`config.mk`:
```
export PLATFORM = sky130hd
export DESIGN_NAME = alu_arbiter
export DESIGN_NICKNAME = d
export VERILOG_FILES = /design/src/rtl/alu_arbiter.sv
export SDC_FILE = /design/constraint.sdc
export NUM_CORES = 1
export LEC_CHECK = 0
export ABC_AREA = 1
export CAP_MARGIN = 15
export CORE_MARGIN = 1
export CORE_UTILIZATION = 39
export CTS_CLUSTER_DIAMETER = 100
export DETAILED_ROUTE_END_ITERATION = 10
export PLACE_DENSITY = 0.81
export SLEW_MARGIN = 10
export SYNTH_ARGS = -nofsm -noshare
export SYNTH_HDL_FRONTEND = slang
export SYNTH_SLANG_ARGS = --single-unit
export TNS_END_PERCENT = 30
```
`constraint.sdc`:
```
create_clock -name clk -period 1.7 [get_ports clk]
set_input_delay 0.34 -clock clk [delete_from_list [all_inputs] [get_ports clk]]
set_output_delay 0.34 -clock clk [all_outputs]
set_load 0.1 [all_outputs]
```
`src/rtl/alu_arbiter.sv`:
```
// alu_arbiter: round-robin two-port sequencer for a shared registered 32-bit ALU.
// Define ALU_ARBITER_OPCHECK_EN to trap illegal opcodes instead of forwarding them.
module alu_arbiter #(
  parameter int ALU_LAT = 1
) (
  input  logic        clk,
  input  logic        rst_n,
  input  logic        req0_valid_i,
  output logic        req0_ready_o,
  input  logic [31:0] req0_src1_i,
  input  logic [31:0] req0_src2_i,
  input  logic [3:0]  req0_op_i,
  input  logic        req1_valid_i,
  output logic        req1_ready_o,
  input  logic [31:0] req1_src1_i,
  input  logic [31:0] req1_src2_i,
  input  logic [3:0]  req1_op_i,
  output logic        rsp_valid_o,
  input  logic        rsp_ready_i,
  output logic        rsp_id_o,
  output logic [31:0] rsp_result_o,
  output logic        rsp_zero_o,
  output logic        rsp_cout_o,
  output logic        rsp_overflow_o,
  output logic        rsp_err_o,
  output logic [31:0] alu_src1_o,
  output logic [31:0] alu_src2_o,
  output logic [3:0]  alu_ctrl_o,
  input  logic [31:0] alu_result_i,
  input  logic        alu_zero_i,
  input  logic        alu_cout_i,
  input  logic        alu_overflow_i
);
  typedef enum logic [1:0] {IDLE, EXEC, RESP} state_t;
  state_t      state_q;
  logic        last_q, id_q, err_q, zero_q, cout_q, ovf_q;
  logic        gnt, hs, bad_d;
  logic [3:0]  cnt_q, ctrl_q, op_d;
  logic [31:0] src1_q, src2_q, res_q, src1_d, src2_d;
  assign gnt          = (req0_valid_i && req1_valid_i) ? !last_q : req1_valid_i;
  assign req0_ready_o = rst_n && state_q == IDLE && req0_valid_i && !gnt;
  assign req1_ready_o = rst_n && state_q == IDLE && req1_valid_i && gnt;
  assign hs           = req0_ready_o || req1_ready_o;
  assign src1_d       = gnt ? req1_src1_i : req0_src1_i;
  assign src2_d       = gnt ? req1_src2_i : req0_src2_i;
  assign op_d         = gnt ? req1_op_i : req0_op_i;
`ifdef ALU_ARBITER_OPCHECK_EN
  assign bad_d = !(op_d inside {4'b0000, 4'b0001, 4'b0010, 4'b0110, 4'b1100, 4'b0111});
`else
  assign bad_d = 1'b0;
`endif
  // An illegal op takes a one-edge pass through EXEC and reports zeros
  always_ff @(posedge clk or negedge rst_n) begin
    if (!rst_n) begin
      state_q <= IDLE;
      last_q  <= 1'b1;
      cnt_q   <= '0;
      id_q    <= 1'b0;
      err_q   <= 1'b0;
      res_q   <= '0;
      zero_q  <= 1'b0;
      cout_q  <= 1'b0;
      ovf_q   <= 1'b0;
      src1_q  <= '0;
      src2_q  <= '0;
      ctrl_q  <= '0;
    end else begin
      case (state_q)
        IDLE: if (hs) begin
          state_q <= EXEC;
          last_q  <= gnt;
          id_q    <= gnt;
          err_q   <= bad_d;
          cnt_q   <= bad_d ? 4'd1 : 4'(ALU_LAT + 1);
          if (!bad_d) begin
            src1_q <= src1_d;
            src2_q <= src2_d;
            ctrl_q <= op_d;
          end
        end
        EXEC: begin
          cnt_q <= cnt_q - 4'd1;
          if (cnt_q == 4'd1) begin
            state_q <= RESP;
            res_q   <= err_q ? '0 : alu_result_i;
            zero_q  <= !err_q && alu_zero_i;
            cout_q  <= !err_q && alu_cout_i;
            ovf_q   <= !err_q && alu_overflow_i;
          end
        end
        RESP: if (rsp_ready_i) state_q <= IDLE;
        default: state_q <= IDLE;
      endcase
    end
  end
  assign rsp_valid_o    = state_q == RESP;
  assign rsp_id_o       = id_q;
  assign rsp_result_o   = res_q;
  assign rsp_zero_o     = zero_q;
  assign rsp_cout_o     = cout_q;
  assign rsp_overflow_o = ovf_q;
  assign rsp_err_o      = err_q;
  assign alu_src1_o     = src1_q;
  assign alu_src2_o     = src2_q;
  assign alu_ctrl_o     = ctrl_q;
endmodule

```
==> flow_metrics.py <==
metrics = {
    "route": {
        "route.vias.total": 5423,
        "drt_wl_total_um": 16670,
        "first_iter_violations": 211,
        "drcViolationCount": 0,
        "routedWlPerCell_um": 14.24,
        "dr.pass1.iters": 4,
        "vias_per_cell": 4.631,
        "ant_nets": 0,
    },
    "timing": {
        "fin_ws_ns": -0.1508,
        "slew_viol_final": 0,
        "clock-skew-final_ns": 0.004575,
        "tightest_slew_ns": 0.8674,
        "post-route-min-period_ns": 1.851,
        "setup-violations-final": 2,
        "slew_headroom": 0.4217,
        "fin_crit_sh": 1.089,
        "grt_setup_unrepaired": "true",
        "finalHoldViolCount": 0,
        "max_freq_mhz": 540.3,
    },
    "clocking": {
        "cts_max_path_buffers": 2,
        "ctsRootBufferMaster": "clkbuf_16",
        "h-tree-depth": 3,
        "cts_buffers": 9,
        "cts_tree": "done",
        "clk_pin_slew_ns": 0.07,
        "clock_sinks": 111,
        "clk_latency_ns": 0.35,
    },
    "yosys": {
        "ys_seq_area_frac": 0.5357,
        "synth_most_common_cell": "nand2_1",
        "synth_ff_type": "dfrtp_1",
        "synth-edff-count": 0,
        "synth.area.top_cells": "dfrtp_1, nand2_1, inv_1",
        "synthMuxAreaShare": 0,
        "synth_cell_types": 20,
        "synth_top_family_by_area": "simple AND/OR/NAND/NOR gates",
        "synth_xor_xnor_area_share": 0.001688,
        "async_flop_share": 1.000,
        "synth_seq_cells": 111,
        "yosys.area_share.simple": 0.3529,
        "synth_top_area_share": 0.5306,
        "yosysWarnings": 0,
        "netlist_top_cells_count": "nand2_1, dfrtp_1, inv_1",
        "yosysTopAreaCell": "dfrtp_1",
        "synth_area_sq_um": 5187,
        "synthAdderAreaFrac": 0.004824,
        "syn_inst": 712,
        "synth_fp_nets": 890,
        "synth_area_per_cell_sq_um": 7.286,
        "synth_compound_area_frac": 0.03618,
    },
    "global_routing": {
        "grtUsageMet2": 0.4342,
        "grtUsageMet3": 0.07004,
        "grt_max_degree": 72,
        "antenna_found_initial": 1,
        "overflow": 0,
        "grt_pass1_vias": 5219,
        "grt_pass1_wl_um": 26520,
        "grtUsageMet1": 0.2826,
        "groute.usage.overall": 0.2481,
        "top_usage_layer": "met2",
    },
    "worst_setup_path": {
        "cp_max_fo": 2,
        "end_kind": "output port",
        "crit_chain": "nand2_2 > nand2_2 > inv_2 > nor3b_4 > buf_12",
        "cp_data_arrival_time_ns": 1.51,
        "r2r_slack_ns": 0.03,
        "crit_path_start_kind": "flop",
        "critPathRequiredTime_ns": 1.36,
        "slowest_stage": "dfstp_2",
        "critPathKind": "reg -> out",
        "slowest_delay_ns": 0.56,
        "crit_top_cell": "nand2_2",
    },
    "finish": {
        "stdcell_count": 1171,
        "fillers": 888,
        "multi_input_area_sq_um": 2097,
        "final_layout_size_suffix_gt1_frac": 0.1583,
        "ff_latch_area_sq_um": 2779,
        "nNetsFinal": 1171,
        "area_delta_synth_final_pct": 86.54,
    },
    "run_status": {
        "violations": "setup timing",
        "status": "finished with violations",
    },
    "floorplan": {
        "initial_core_util": 0.4061,
        "row_count": 41,
        "die_w_um": 117.3,
        "io_pins": 284,
        "coreArea_sq_um": 12770,
        "die-area_sq_um": 13770,
        "die_y_um": 117.3,
    },
    "place": {
        "dp_hpwl_um": 12570,
        "dp.cells": 1147,
        "gp_congestion": 0.8339,
        "io_buffers": 282,
    },
    "min_path": {
        "min_path_type": "in -> async",
    },
    "flow_run": {
        "cap_violations": 0,
    },
}
cells by family after synthesis:
group	count (synthesis)
XOR/XNOR	1
adder cells (fa/ha/maj)	2
buffers and inverters	80
AND/OR/NAND/NOR	480
other	1
flip-flops	111
AO/OA/AOI/OAI	37
worst max-delay path, delay by kind of cell, from the launching register on:
kind / cells / cell delay (ns)
buffers and inverters: 2 / 0.25
DFF: 1 / 0.56
and+or+nand+nor: 3 / 0.35
path summary, 6_finish.rpt:
kind                                      startpoint                            to  depth (start not counted)
max in group asynchronous                      rst_n  rsp_result_o[16]$_DFFE_PN0P_                          2
worst min-delay path                           rst_n    alu_src2_o[22]$_DFFE_PN0P_                          2
min in group clk                               rst_n          cnt_q[1]$_DFFE_PN0P_                          5
worst min register to register  cnt_q[1]$_DFFE_PN0P_          cnt_q[1]$_DFFE_PN0P_                          2
worst max-delay path              last_q$_DFFE_PN1P_                  req0_ready_o                          5
worst max register to register    last_q$_DFFE_PN1P_    alu_src1_o[26]$_DFFE_PN0P_                         10
state kept, by name, summed over array words and instances (netlist names), 2 cells and up:
signal        count
cnt_q             4
alu_ctrl_o        4
alu_src1_o       32
rsp_result_o     32
state_q           2
alu_src2_o       32
placed cells by master (no fill, tap or decap), drive strengths merged, types with 2 or more instances in the layout:
master | synthesis | layout
ha | 2 | 2
nand3 | 4 | 4
buf | 22 | 132
clkbuf | 14 | 13
nor2 | 8 | 8
o21ai | 36 | 36
dfrtp | 110 | 110
nand2 | 467 | 467
clkdlybuf4s50 | 0 | 174
inv | 44 | 44
repair_timing:
action | CTS | global route
setup buffers | 4 | 3
endpoints found under the setup margin | 2 | 8
hold buffers | 0 | 0
gates resized for setup | 4 | 4
pin swaps | 4 | 4
per-stage QoR:
stage / hold slack, ns / worst slack, ns / util / area, sq um / TNS [ns]
floorplan: 0.04441 / -0.3763 / - / 5214 / -1.069
global route: 0.1412 / -0.2141 / 0.7576 / 9677 / -3.109
global placement: 0.4593 / -0.2724 / 0.7281 / 9300 / -15.13
CTS: 0.08950 / -0.1323 / 0.7542 / 9634 / -0.2153
detailed placement: 0.4730 / -0.3034 / 0.7281 / 9300 / -17.41
finish: 0.08738 / -0.1508 / 0.7576 / 9677 / -0.1873
metal layers:
layer	vias up	share of wire
li1	2681	-
met1	2504	0.39
met2	210	0.51
met3	28	0.071
met4	0	0.023
met5	-	0
cell type report:
cell class | instances | area share
clock inverter | 3 | 0.004396
sequential | 111 | 0.2872
tap | 172 | 0.02224
antenna | 1 | 0.0002586
multi-input combinational | 521 | 0.2167
timing repair buffer | 306 | 0.4263
inverter | 44 | 0.01707
clock buffer | 13 | 0.02586
Power is left out: the tool's default activity adds up to more than one toggle a clock period on the data nets, which glitch-free logic cannot reach.
